**src/rtl/arbitro_round_robin.sv**
```systemverilog
// arbitro_round_robin: four-requester round-robin arbiter for one shared
// datapath resource. The owner keeps its one-hot grant until it pulses done
// or drops its request. Every grant is followed by one dead (GAP) cycle, and
// the search for the next owner starts just after the previous owner.
//
// Optional feature, macro ARB_TIMEOUT_EN: adds a hold counter that forcibly
// revokes a grant after MAX_HOLD cycles and pulses timeout during the GAP
// that follows. Without the macro a grant has no upper bound and timeout
// is tied low.
//
// All outputs decode from registered state only; req/done never reach an
// output combinationally.
module arbitro_round_robin #(
    parameter int MAX_HOLD = 10,
    parameter int CNT_W    = 4
) (
    input  logic       clk,
    input  logic       rst,
    input  logic [3:0] req,
    input  logic       done,
    output logic [3:0] gnt,
    output logic [1:0] owner,
    output logic       busy,
    output logic       timeout
);

    typedef enum logic [2:0] {
        IDLE  = 3'b001,
        GRANT = 3'b010,
        GAP   = 3'b100
    } state_t;

    state_t     state;
    state_t     state_nxt;
    logic [1:0] ptr;
    logic       hit;
    logic [1:0] hit_idx;
    logic       rel;
    logic       force_rel;

    // The owner gives the resource back when it finishes or loses interest.
    assign rel = done || !req[owner];

`ifdef ARB_TIMEOUT_EN
    logic [CNT_W-1:0] hold_cnt;
    logic             to_flag;

    // Forced release only when the owner has not released on its own in the
    // same cycle, so a coinciding done is a normal release without timeout.
    assign force_rel = (hold_cnt == CNT_W'(MAX_HOLD - 1)) && !rel;
    assign timeout   = to_flag;
`else
    logic unused_cfg;

    assign force_rel  = 1'b0;
    assign timeout    = 1'b0;
    assign unused_cfg = ^{MAX_HOLD, CNT_W};
`endif

    // Round-robin search: first requester at or after ptr, wrapping 3 -> 0.
    always_comb begin
        logic [1:0] idx;
        hit     = 1'b0;
        hit_idx = ptr;
        idx     = ptr;
        for (int k = 0; k < 4; k++) begin
            idx = ptr + 2'(k);
            if (!hit && req[idx]) begin
                hit     = 1'b1;
                hit_idx = idx;
            end
        end
    end

    // State register; reset lands in IDLE even mid-grant, skipping GAP.
    always_ff @(posedge clk) begin
        if (rst) begin
            state <= IDLE;
        end else begin
            state <= state_nxt;
        end
    end

    // Next-state logic; any illegal encoding recovers to IDLE.
    always_comb begin
        state_nxt = IDLE;
        case (state)
            IDLE, GAP: state_nxt = hit ? GRANT : IDLE;
            GRANT:     state_nxt = (rel || force_rel) ? GAP : GRANT;
            default:   state_nxt = IDLE;
        endcase
    end

    // Owner, priority pointer and (optional) hold counter / timeout flag.
    always_ff @(posedge clk) begin
        if (rst) begin
            ptr      <= 2'd0;
            owner    <= 2'd0;
`ifdef ARB_TIMEOUT_EN
            hold_cnt <= '0;
            to_flag  <= 1'b0;
`endif
        end else begin
`ifdef ARB_TIMEOUT_EN
            to_flag <= 1'b0;
`endif
            case (state)
                IDLE, GAP: begin
                    if (hit) begin
                        owner    <= hit_idx;
`ifdef ARB_TIMEOUT_EN
                        hold_cnt <= '0;
`endif
                    end
                end
                GRANT: begin
`ifdef ARB_TIMEOUT_EN
                    hold_cnt <= hold_cnt + CNT_W'(1);
`endif
                    if (rel || force_rel) begin
                        ptr     <= owner + 2'd1;
`ifdef ARB_TIMEOUT_EN
                        to_flag <= force_rel;
`endif
                    end
                end
                default: ;
            endcase
        end
    end

    // Output decode from state and owner registers only.
    always_comb begin
        gnt  = 4'b0000;
        busy = 1'b0;
        if (state == GRANT) begin
            gnt  = 4'b0001 << owner;
            busy = 1'b1;
        end
    end

endmodule

```
**config.mk**
```make
export PLATFORM = sky130hd
export DESIGN_NAME = arbitro_round_robin
export DESIGN_NICKNAME = d
export VERILOG_FILES = /design/src/rtl/arbitro_round_robin.sv
export SDC_FILE = /design/constraint.sdc
export NUM_CORES = 1
export LEC_CHECK = 0
export ABC_AREA = 1
export ABC_CLOCK_PERIOD_IN_PS = 4200
export BUFFER_PORTS_ARGS = -buffer_cell sky130_fd_sc_hd__buf_2
export CAP_MARGIN = 20
export CORE_AREA = 2 2 39 41
export CTS_CLUSTER_DIAMETER = 200
export DETAILED_ROUTE_END_ITERATION = 10
export DIE_AREA = 0 0 41 43
export GPL_ROUTABILITY_DRIVEN = 0
export PLACE_DENSITY = 0.76
export SYNTH_ARGS = -nofsm -noshare
export SYNTH_HDL_FRONTEND = slang
export SYNTH_SLANG_ARGS = --single-unit
```
**constraint.sdc**
```tcl
create_clock -name clk -period 4.2 [get_ports clk]
set_input_delay 0.21 -clock clk [delete_from_list [all_inputs] [get_ports clk]]
set_output_delay 0.21 -clock clk [all_outputs]
set_load 0.02 [all_outputs]
```
-- Yosys cells after proc, flatten, opt, wreduce, memory -nomap -nowiden
Index checks and enable logic that the tools add are counted.
W data, S select, Z words.
- $add $sub $neg: 4
- mux-type cells: 22
- equality and inequality tests: 3
- magnitude comparators: 5
- shifts and indexed selects: 1
- reductions and logical operators: 11
- operator list (cell ; count):
    $lt A2 B3 Y1 const B ; 5
    $bmux W1 S2 ; 5
    $mux W1 ; 10
    $mux W2 ; 4
    $pmux W3 S2 ; 1
    $add A2 B1 Y2 const B ; 2
    $add A2 B2 Y2 const B ; 2
    $logic_not A1 Y1 ; 4
    $mux W4 ; 1
    $reduce_and A2 Y1 ; 2
    $shl A1 B2 Y4 const A ; 1
    $eq A3 B1 Y1 const B ; 1
    $eq A3 B2 Y1 const B ; 1
    $eq A3 B3 Y1 const B ; 1
    $logic_and A1 B1 Y1 ; 3
    $mux W3 ; 1
    $reduce_or A2 Y1 ; 1
    $logic_or A1 B1 Y1 ; 1
- logic and storage cells: 49
- output and inout bits: 8
- flip-flop bits (word level): 7
- input port bits: 7

-- Depth between registers and ports, before layout
Gate-level depths: netlist of run 1.
- depth in word-level cells: 14
- depth in mapped cells: 15
- mapped depth without buffers: 14

-- Worst setup path before layout of run 1
No wires, ideal clock.
- path type: reg-to-output
- start: register state[2]
- end: output port gnt[0]
- cell stages (with the launch flop): 6
- slack: 2691 ps
- path buffers: 0
- data arrival time: 1299 ps
- required time: 3990 ps
- cell sequence: dfxtp_1 nor2_1 inv_1 nor2_1 inv_1 nor2_1
- longest elaborated chain between the ends: 2
- ends and longest elaborated chain (element ; line ; RTL):
    start, declared ; 33 ; state_t state;
    start signal, assigned ; 80 ; state <= state_nxt;
    $eq A3 B2 Y1 ; 136 ; if (state == GRANT) begin
    $mux W4 ; 136 ;
    end, declared ; 21 ; output logic [3:0] gnt,
Every way passes these cells.

-- Worst setup path after layout of run 1
- start: register ptr[0]
- end: register state[1]
- longest elaborated chain between the ends: 14
- elaborated cells between the ends (all ways): 23
- classes of those cells: 3 x add/sub; 14 x mux; 6 x reduce/logical
- ends and longest elaborated chain (element ; line ; RTL):
    start, declared ; 35 ; logic [1:0] ptr;
    start signal, assigned ; 121 ; ptr <= owner + 2'd1;
    branches (longest 11 deep; another with $add A2 B1 Y2) ; -- ;
    $mux W1 * ; 68 ; if (!hit && req[idx]) begin
    $mux W2 * ; 88 ; IDLE, GAP: state_nxt = hit ? GRANT : IDLE;
    $pmux W3 S2 * ; 87 ; case (state)
Every way passes the cells marked *. The select of a mux whose other input is x is not followed.
A chain may end at the register's enable or synchronous reset.

==> impl_results.md, run 1 <==
* # clock sinks at 7
* Synthesis Warnings at 0
* Tot Pwr at 434 uW
* Worst hold path depth at 2
* Yosys cell types at 21
* DRC at 0
* Area Growth Syn to Fin at 13.7%
* Tmin final at 1.58 ns
* Worst hold path type: input port to register
* Vias in the first global route at 559
* Avg Inst Size Synth at 6.45 um^2
* H-tree depth at 1
* Final core utilization at 55.6%
* Yosys reg bits at 7
* Final worst slack at 2.62 ns
* Cts repair resizes at 0
* Global-route wire length before repair at 2300 um
* WL/cell at between 9 and 10 um
* Critical Path End Type: register
* All-Layer GR Usage at 18.4%
* CP Cell Sequence: inv_4 > nand2_1 > nand3_1 > nand2_2 > inv_2 > nor2_8 > nand2_4 > o21bai_4 > inv_2 > o21ai_2 > nor2_1
* Via Count at around 650
* Top cell by count, worst path: inv_2
* Reg2reg end: state[1]$_SDFF_PP0_
* Slowest CP cell: dfxtp_1
* Hold Crit Endpoint: state[2]$_SDFF_PP0_
* Initial Util at 48.9%
* Dpl hpwl at approximately 1100 um
* Setup TNS at 0 ns
* Layout Nets at about 130
* Die area at 1760 um^2
* Run status: finished clean
* WP buf/inv at 3
* Crit-path leading delay family: flip-flops
* Fillcell total at ~140
* Detail Route Antenna Nets at 0
* PortBufs at 13
* DP Area at 743 um^2
* Vias/cell at ~4.8
* WP data arrival at 1.72 ns
* Fin cells at 136
* Inserted Clock Buffers at 3
* Post-synthesis sequential area ratio at 20.7%
* Peak VDD IR at 0.300 mV
* Syn_nets at 116
* Die Ht at about 43 um
* Final worst-path cycle share at 37.6%
* Pre-antenna DRT Iters at 6
* CTS Hold Bufs at 0
* Worst r2r path cells at 11
* Hold path start: rst
* Reg clk slew, reported paths at around 0.050 ns
* Combinational family with the most area after synthesis: simple AND/OR/NAND/NOR gates
* Max cap viols at 0
* Ant diodes at 0
* Worst Skew at 0.00137 ns
* DRT iter0 DRCs at 19
* Final hold vios at 0
* Xor and xnor fraction of the mapped netlist area at 0%
* Total gr overflow at 0
* Antenna violations before repair at 0
* Worst slack, placed at between 2 and 3 ns
* CP Max Fanout at 9
* RSZ-0062 raised after global routing: false
* WS Path Type: register to register
* Largest net degree at the start of global routing at 10
* # setup viols final at 0
* Synth Area in Compound Gates at 15.7%
* R2r setup slk at 2.62 ns
* Slowest stage delay, CP at roughly 0.50 ns
* Power per standard cell area at approximately 560 nW/um^2
* Max Fclk at 633 MHz
* Slew Limit Fails at 0
* WP data required at 4.34 ns
* Cell count after placement at roughly 130
* Post-synthesis mux area share at 0%
* Layout cells sized above 1 at about 29%
* Post-CTS Setup Repair Bufs at 0
* Worst skew pair latency at 0.25 ns
* Simple-Gate Fraction of Synth Area at 42.5%
* CTS tree: done
* Synth Instances at 105
* Setup crit start kind: register
* Post-Synth Adder-Cell Area at 7.39%
* Root buffer cell: clkbuf_4
* Clock Path Buffers at 2
* Row Count at 14
* Fin Hold WS at 0.152 ns
* Core Area at between 1000 and 1500 um^2
* Routed WL at between 1000 and 1500 um
* Die W at 41 um
* Leak at between 0.4 and 0.5 nW
* I/O pin cnt at 15
* Synth Cell Area at between 600 and 700 um^2
* Reg2reg start: ptr[0]$_SDFFE_PP0P_
* Fin area at 769 um^2
## worst reg2reg max path: cells and delay by family, from the launching register on
kind	cells	cell delay [ns]
DFF	1	0.50
and+or+nand+nor	6	0.49
AOI/OAI and AO/OA	2	0.26
buffers and inverters	3	0.23
## routing by layer
metal	track usage, %	routed length (um)
met2	30.0	671
met3	1.57	36
met4	6.00	0
met1	24.4	603
met5	0	0
## worst max path at each step
stage	from	endpoint	cells after the start
4_1_cts	ptr[0]$_SDFFE_PP0P_	state[1]$_SDFF_PP0_	11
5_1_grt	ptr[0]$_SDFFE_PP0P_	owner[0]$_SDFFE_PP0P_	11
6_report	ptr[0]$_SDFFE_PP0P_	state[1]$_SDFF_PP0_	11
3_3_place_gp	ptr[0]$_SDFFE_PP0P_	state[1]$_SDFF_PP0_	11
3_5_place_dp	ptr[0]$_SDFFE_PP0P_	state[1]$_SDFF_PP0_	11
2_1_floorplan	state[2]$_SDFF_PP0_	gnt[0]	5
## cells in the mapped netlist (all sizes together)
cell type / count / area, um^2
nand4: 1 / 6.26
o21bai: 1 / 18.8
nand2: 33 / 169
nor2: 15 / 72.6
nand3: 8 / 40.0
inv: 18 / 70.1
ha: 4 / 50.1
buf: 2 / 18.8
o22ai: 1 / 6.26
a21oi: 5 / 25.0
o21ai: 9 / 56.3
dfxtp: 7 / 140
conb: 1 / 3.75
## layout make-up
type	instances	area, um^2	share of cell area (%)
multi-input cells	78	448	58.2
flip-flops and latches	7	140	18.2
inverters	18	70.1	9.11
repair buffers	13	65.1	8.46
clock buffers	4	26.3	3.41
well taps	16	20.0	2.60
## logic make-up (layout without fill, tap and decap cells)
group           Yosys count  after routing
other cells               1              1
fa+ha+maj                 4              4
flops                     7              7
simple gates             57             57
compound gates           16             16
buf+inv                  20             35
## placed cells by master (no fill, tap or decap), drive strengths merged
master / synthesis / layout
nand2: 33 / 33
inv: 18 / 18
nor2: 15 / 15
buf: 2 / 13
o21ai: 9 / 9
nand3: 8 / 8
dfxtp: 7 / 7
a21oi: 5 / 5
ha: 4 / 4
clkbuf: 0 / 4
o22ai: 1 / 1
o21bai: 1 / 1
nand4: 1 / 1
conb: 1 / 1
## sequential cells by signal, indices dropped and copies added (netlist names)
name / flops
state: 3
ptr: 2
owner: 2
## where the power goes
part	switching (mW)	total (mW)	internal, mW
Clock	0.0254	0.0617	0.0363
Combinational	0.168	0.264	0.0959
Sequential	0.0222	0.108	0.0860
Total	0.216	0.434	0.218
Power figures use the tool's default switching activity.
==> run 2: changes to the inputs <==
- ABC_AREA: 1 -> 0
- ABC_CLOCK_PERIOD_IN_PS: 4200 -> 1380
- PLACE_DENSITY: 0.76 -> 0.64
- clock period: 4.2 -> 1.38 ns (I/O delays scaled with it)
==> run 2 against run 1 <==
Against the previous run:
- sequential power rose by 140%
- area after synthesis shrank 26%
- hold slack worse by 0.095 ns
- non-clock buffer count is 5 higher
- synthesized cell count down 48%
- sequential share of layout area is 4.3 points higher
- critical path depth shrank 6
- clock skew fell by 0.00083 ns
- setup slack worse by 2.5 ns
- critical path type is now register to output port
- critical endpoint is now gnt[1]
- largest cell class unchanged
==> impl_results.md, run 2 <==
* Vias in the first global route at 376 (-33%)
* WL/cell at 10.7 um (+11%)
* WP data arrival at 1.22 ns (-0.50 ns)
* Tot Pwr at 697 uW (+61%)
* Layout cells sized above 1 at 36.8% (+7.7 points)
* Vias/cell at 4.79 (+0.14%)
* Yosys cell types at 25 (+19%)
* Layout Nets at 88 (-33%)
* Global-route wire length before repair at 1600 um (-30%)
* # clock sinks at 7 (unchanged)
* Initial Util at 36.3% (-13 points)
* Leak at 0.295 nW (-29%)
* Synth Instances at 55 (-48%)
* Syn_nets at 66 (-43%)
* Routed WL at 986 um (-25%)
* H-tree depth at 1 (unchanged)
* Final core utilization at 46.9% (-8.7 points)
* # setup viols final at 0 (unchanged)
* Via Count at 441 (-32%)
* Final worst-path cycle share at 93.3%
* Fin Hold WS at 0.0576 ns (-0.0946 ns)
* Worst hold path type: input port to register
* Worst skew pair latency at 0.25 ns (about the same)
* Ant diodes at 0 (unchanged)
* Yosys top cell by area: dfxtp_1
* Root buffer cell: clkbuf_4
* PortBufs at 13 (unchanged)
* Power per standard cell area at 1070 nW/um^2 (+90%)
* CTS Hold Bufs at 0 (unchanged)
* RSZ-0062 raised after global routing: false
* Inserted Clock Buffers at 3 (unchanged)
* DP Area at 587 um^2 (-21%)
* Post-synthesis sequential area ratio at 27.9% (+7.2 points)
* CTS tree: done
* Area contributors post-synth: dfxtp_1 28%, ha_1 10%, mux2i_1 8.0%
* Max reg flops at 3 (unchanged)
* Core Area at 1380 um^2 (unchanged)
* Detail Route Antenna Nets at 0 (unchanged)
* Grt met2 use at 20.3% (-9.7 points)
* Reg clk slew, reported paths at 0.06 ns (about the same)
* Die W at 41 um (unchanged)
* Most frequent cells in the layout: 13 x buf_2, 6 x nor2_1, 5 x buf_4
* Largest regs: state (3), owner (2), ptr (2)
* Setup TNS at 0 ns (unchanged)
* Worst Skew at 0.000537 ns (-0.000833 ns)
* Final hold vios at 0 (unchanged)
* Yosys reg bits at 7 (unchanged)
* Busiest grt layer: met2
* Antenna violations before repair at 0 (unchanged)
* Tmin final at roughly 1.3 ns
* Top cells by count, synth: 7 x dfxtp_1, 6 x nor2_1, 4 x and2_1, 4 x ha_1, 4 x mux2i_1
* Die area at 1760 um^2 (unchanged)
* Pre-antenna DRT Iters at 4 (-2)
* Slew Limit Fails at 0 (unchanged)
* Cell count after placement at 84 (-36%)
* Met1 GRT Util at 16.2% (-8.2 points)
* Most common cell after layout, fill and taps aside: buf_2
* Fin cells at 92 (-32%)
* Run status: finished clean
* Synthesis Warnings at 0 (unchanged)
* CP Max Fanout at 4 (-5)
* WS Path Type: register to output port
* Largest net degree at the start of global routing at 9 (-1)
* Die Ht at 43 um (unchanged)
* Clock Path Buffers at 2 (unchanged)
* Row Count at 14 (unchanged)
* Number of flops mapped to enable cells by yosys at 0 (unchanged)
* Area Growth Syn to Fin at 29.4%
* DRT iter0 DRCs at 11 (-8)
* Dpl hpwl at 769 um (-28%)
* Fraction of registers with async set/reset at 0% (unchanged)
* Total gr overflow at 0 (unchanged)
* Setup crit start kind: register
* Max cap viols at 0 (unchanged)
* WP data required at 1.31 ns (-3.03 ns)
* Post-synth top area share at 27.9% (+7.2 points)
* Peak VDD IR at 0.356 mV (+19%)
* Final worst slack at 0.0926 ns (-2.53 ns)
* Fin area at 649 um^2 (-16%)
* Max Fclk at 777 MHz
* GR Layer Usage met3 at 3.14% (+1.6 points)
* I/O pin cnt at 15 (unchanged)
* Ys flop type: dfxtp_1
* Avg Inst Size Synth at 9.12 um^2 (+42%)
* DRC at 0 (unchanged)
* Worst slack, placed at 0.143 ns (-2.47 ns)
* Top reg by flops: state
* Critical Path End Type: output port
* Synth Cell Area at 502 um^2 (-26%)
* Top-count cell post-synth: dfxtp_1
* All-Layer GR Usage at 14.3% (-4.2 points)
## run 2: changes by cell type in the layout (fill, tap and decap cells not counted), sizes merged, moves of 2 or more
cell    previous run  this run
a21oi              5         3
buf               13        18
nand2b             0         2
o21ai              9         2
nand3              8         0
mux2i              0         4
nor2b              0         3
o21bai             1         3
and2               0         4
nor2              15         6
nand2             33         0
inv               18         3
## run 2: cells by family after synthesis
| family | share of synthesized area (%) |
|---|---|
| AND/OR/NAND/NOR | 29.2 |
| AO/OA/AOI/OAI | 18.7 |
| flip-flops | 27.9 |
| adder cells (fa/ha/maj) | 9.98 |
| multiplexers | 7.98 |
| buffers and inverters | 3.74 |
| other | 0.747 |
| XOR/XNOR | 1.75 |
## run 2: area by class of cell
type / instances / area [um^2]
clock buffer: 4 / 26.3
fill: 140 / 734
sequential: 7 / 146
multi-input combinational: 44 / 343
inverter: 3 / 11.3
timing repair buffer: 18 / 103
tap: 16 / 20.0
## run 2: critical path: stages, from the launching register on
cell and delay (ns):
dfxtp_4 0.35, buf_4 0.12, inv_1 0.05, ha_1 0.17, and2_1 0.12, buf_2 0.15
## run 2: final timing paths
check	start	end	slack, ns	cells after the start
max	owner[1]$_SDFFE_PP0P_	gnt[1]	0.09	5
min	rst	owner[0]$_SDFFE_PP0P_	0.06	2
max reg2reg	owner[1]$_SDFFE_PP0P_	ptr[0]$_SDFFE_PP0P_	0.13	5
min reg2reg	owner[0]$_SDFFE_PP0P_	owner[0]$_SDFFE_PP0P_	0.51	2
## run 2: routing by layer
metal,routed length (um),share of wire (%),up-vias
met1,424,43,189
li1,-,-,233
met2,486,49,15
met3,46,4.7,4
met4,29,2.9,0
met5,0,0,-
## run 2: report_power, final
group | internal [mW] | switching (mW)
sequential | 0.233 | 0.0286
clock | 0.111 | 0.0835
combinational | 0.117 | 0.124
total | 0.460 | 0.236
## run 2: timing repair
| action | in CTS | in global routing |
|---|---|---|
| resized for setup | 1 | 3 |
| buffers inserted | 0 | 4 |
| endpoints found under the setup margin | 2 | 4 |
==> run 3: changes to the inputs <==
- SETUP_SLACK_MARGIN: unset -> 0.1
==> run 3 against run 2 <==
Against the previous run:
- utilization increased by 2.3 points
- clock skew increased by 0.0022 ns
- via count increased by 7.5%
- setup slack improved by 0.0026 ns
- highest routed layer unchanged
==> impl_results.md, run 3 (synthesized netlist as in run 2, its figures left out) <==
* Most frequent cells in the layout: 9 x buf_2, 6 x nor2_1, 5 x dfxtp_2
* PortBufs at 13 (unchanged)
* Slowest stage delay, CP at 0.33 ns (-0.02 ns)
* Max reg flops at 3 (unchanged)
* Power per standard cell area at 1050 nW/um^2 (-2.4%)
* Worst Skew at 0.00270 ns (+0.00216 ns)
* Dpl hpwl at 795 um (+3.4%)
* DRT iter0 DRCs at 13 (+2)
* Ant diodes at 0 (unchanged)
* Global-route wire length before repair at 1790 um (+12%)
* Via Count at 474 (+7.5%)
* Antenna violations before repair at 0 (unchanged)
* I/O pin cnt at 15 (unchanged)
* Setup TNS at 0 ns (unchanged)
* Internal at 459 uW (-0.36%)
* Final worst-path cycle share at 93.1% (-0.19 points)
* Largest regs: state (3), owner (2), ptr (2)
* CP Cell Sequence: buf_6 > ha_1 > and2_1 > buf_4
* Max Fclk at 778 MHz (+0.21%)
* Die W at 41 um (unchanged)
* Initial Util at 36.3% (unchanged)
* Slowest CP cell: dfxtp_2
* Leak at 0.290 nW (-1.6%)
* Tmin final at 1.28 ns (-0.00265 ns)
* RSZ-0062 raised after global routing: true
* Clock power share at 28.2% (+0.3 points)
* Core Area at 1380 um^2 (unchanged)
* Tot Pwr at 713 uW (+2.3%)
* WL/cell at 12.6 um (+17%)
* Sw frac at 35.6% (+1.7 points)
* All-Layer GR Usage at 16.0% (+1.7 points)
* H-tree depth at 1 (unchanged)
* Peak VDD IR at 0.385 mV (+8.1%)
* Critical Path End Type: output port
* CTS tree: done
* Area Growth Syn to Fin at 35.7%
* Switching Power at 254 uW (+7.5%)
* DRC at 0 (unchanged)
* # clock sinks at 7 (unchanged)
* Worst skew pair latency at 0.26 ns (about the same)
* Most common cell after layout, fill and taps aside: buf_2
* Clock Path Buffers at 2 (unchanged)
* Final hold vios at 0 (unchanged)
* Die Ht at 43 um (unchanged)
* Total gr overflow at 0 (unchanged)
* Layout cells sized above 1 at 43.2% (+6.4 points)
* Largest net degree at the start of global routing at 9 (unchanged)
* Vias in the first global route at 423 (+13%)
* Max cap viols at 0 (unchanged)
* Root buffer cell: clkbuf_4
* Pre-antenna DRT Iters at 4 (unchanged)
* WP buf/inv at 2 (-1)
* Slew Limit Fails at 0 (unchanged)
* Routed WL at 1130 um (+15%)
* Reg clk slew, reported paths at 0.06 ns (about the same)
* Worst hold path type: input port to register
* Die area at 1760 um^2 (unchanged)
* Vias/cell at 5.27 (+9.9%)
* Top reg by flops: state
* Crit-path leading delay family: flip-flops
* WP data required at 1.31 ns (about the same)
* CP Max Fanout at 5 (+1)
* # setup viols final at 0 (unchanged)
* Comb power frac at 34.8% (+0.2 points)
* Inserted Clock Buffers at 3 (unchanged)
* Seq pwr share at 37.0% (-0.5 points)
* WS Path Type: register to output port
* Layout Nets at 86 (-2.3%)
* WP data arrival at 1.22 ns (about the same)
* Setup crit start kind: register
* Detail Route Antenna Nets at 0 (unchanged)
* Row Count at 14 (unchanged)
* CTS Hold Bufs at 0 (unchanged)
* Run status: finished clean
==> run 3: cell count changes in the layout (fill, tap and decap cells not counted), moves of 2 or more <==
cell | before | now
buf_4 | 5 | 3
dfxtp_2 | 2 | 5
and2_1 | 4 | 2
dfxtp_1 | 4 | 2
buf_2 | 13 | 9
buf_6 | 0 | 4
and2_4 | 0 | 2
==> run 3: power by group through the flow <==
stage | sequential (mW) | combinational (mW) | clock (mW)
CTS | 0.265 | 0.230 | 0.204
detailed placement | 0.268 | 0.213 | 0
floorplan | 0.277 | 0.137 | 0
global placement | 0.267 | 0.211 | 0
global route | 0.267 | 0.279 | 0.217
finish | 0.264 | 0.248 | 0.201
==> run 3: worst paths after layout <==
check / startpoint / end / slack [ns] / cells after the start
setup reg to reg: state[2]$_SDFF_PP0_ / ptr[0]$_SDFFE_PP0P_ / 0.14 / 5
hold reg to reg: owner[0]$_SDFFE_PP0P_ / owner[0]$_SDFFE_PP0P_ / 0.49 / 2
setup / recovery: owner[0]$_SDFFE_PP0P_ / gnt[3] / 0.1 / 4
hold / removal: rst / owner[1]$_SDFFE_PP0P_ / 0.06 / 2
==> run 3: layout make-up <==
cell class | count | area (um^2)
sequential | 7 | 146
inverter | 3 | 13.8
timing repair buffer | 16 | 113
multi-input combinational | 44 | 362
tap | 16 | 20.0
fill | 136 | 703
clock buffer | 4 | 26.3
==> run 3: what timing repair did <==
action	in CTS	in global routing
pin swaps	1	4
setup buffers	1	1
resized for setup	11	6
endpoints found under the setup margin	4	7
gates cloned	0	0
==> run 3: through the flow <==
step / worst slack [ns] / util (%) / std cells / hold WS, ns / area [um^2]
finish: 0.0952 / 49.2 / 90 / 0.0574 / 681
global route: 0.0300 / 49.2 / 90 / 0.0651 / 681
CTS: 0.100 / 47.0 / 89 / 0.0582 / 651
detailed placement: 0.177 / 42.6 / 84 / 0.339 / 589
global placement: 0.177 / 42.6 / 84 / 0.340 / 589
floorplan: 0.115 / - / 55 / 0.134 / 504
==> run 3: per-layer routing <==
metal | track usage [%] | vias up | wire length (um)
met4 | 14.0 | 0 | 39
met1 | 17.1 | 219 | 492
li1 | - | 231 | -
met5 | 0 | - | 0
met3 | 4.71 | 4 | 35
met2 | 23.8 | 20 | 562
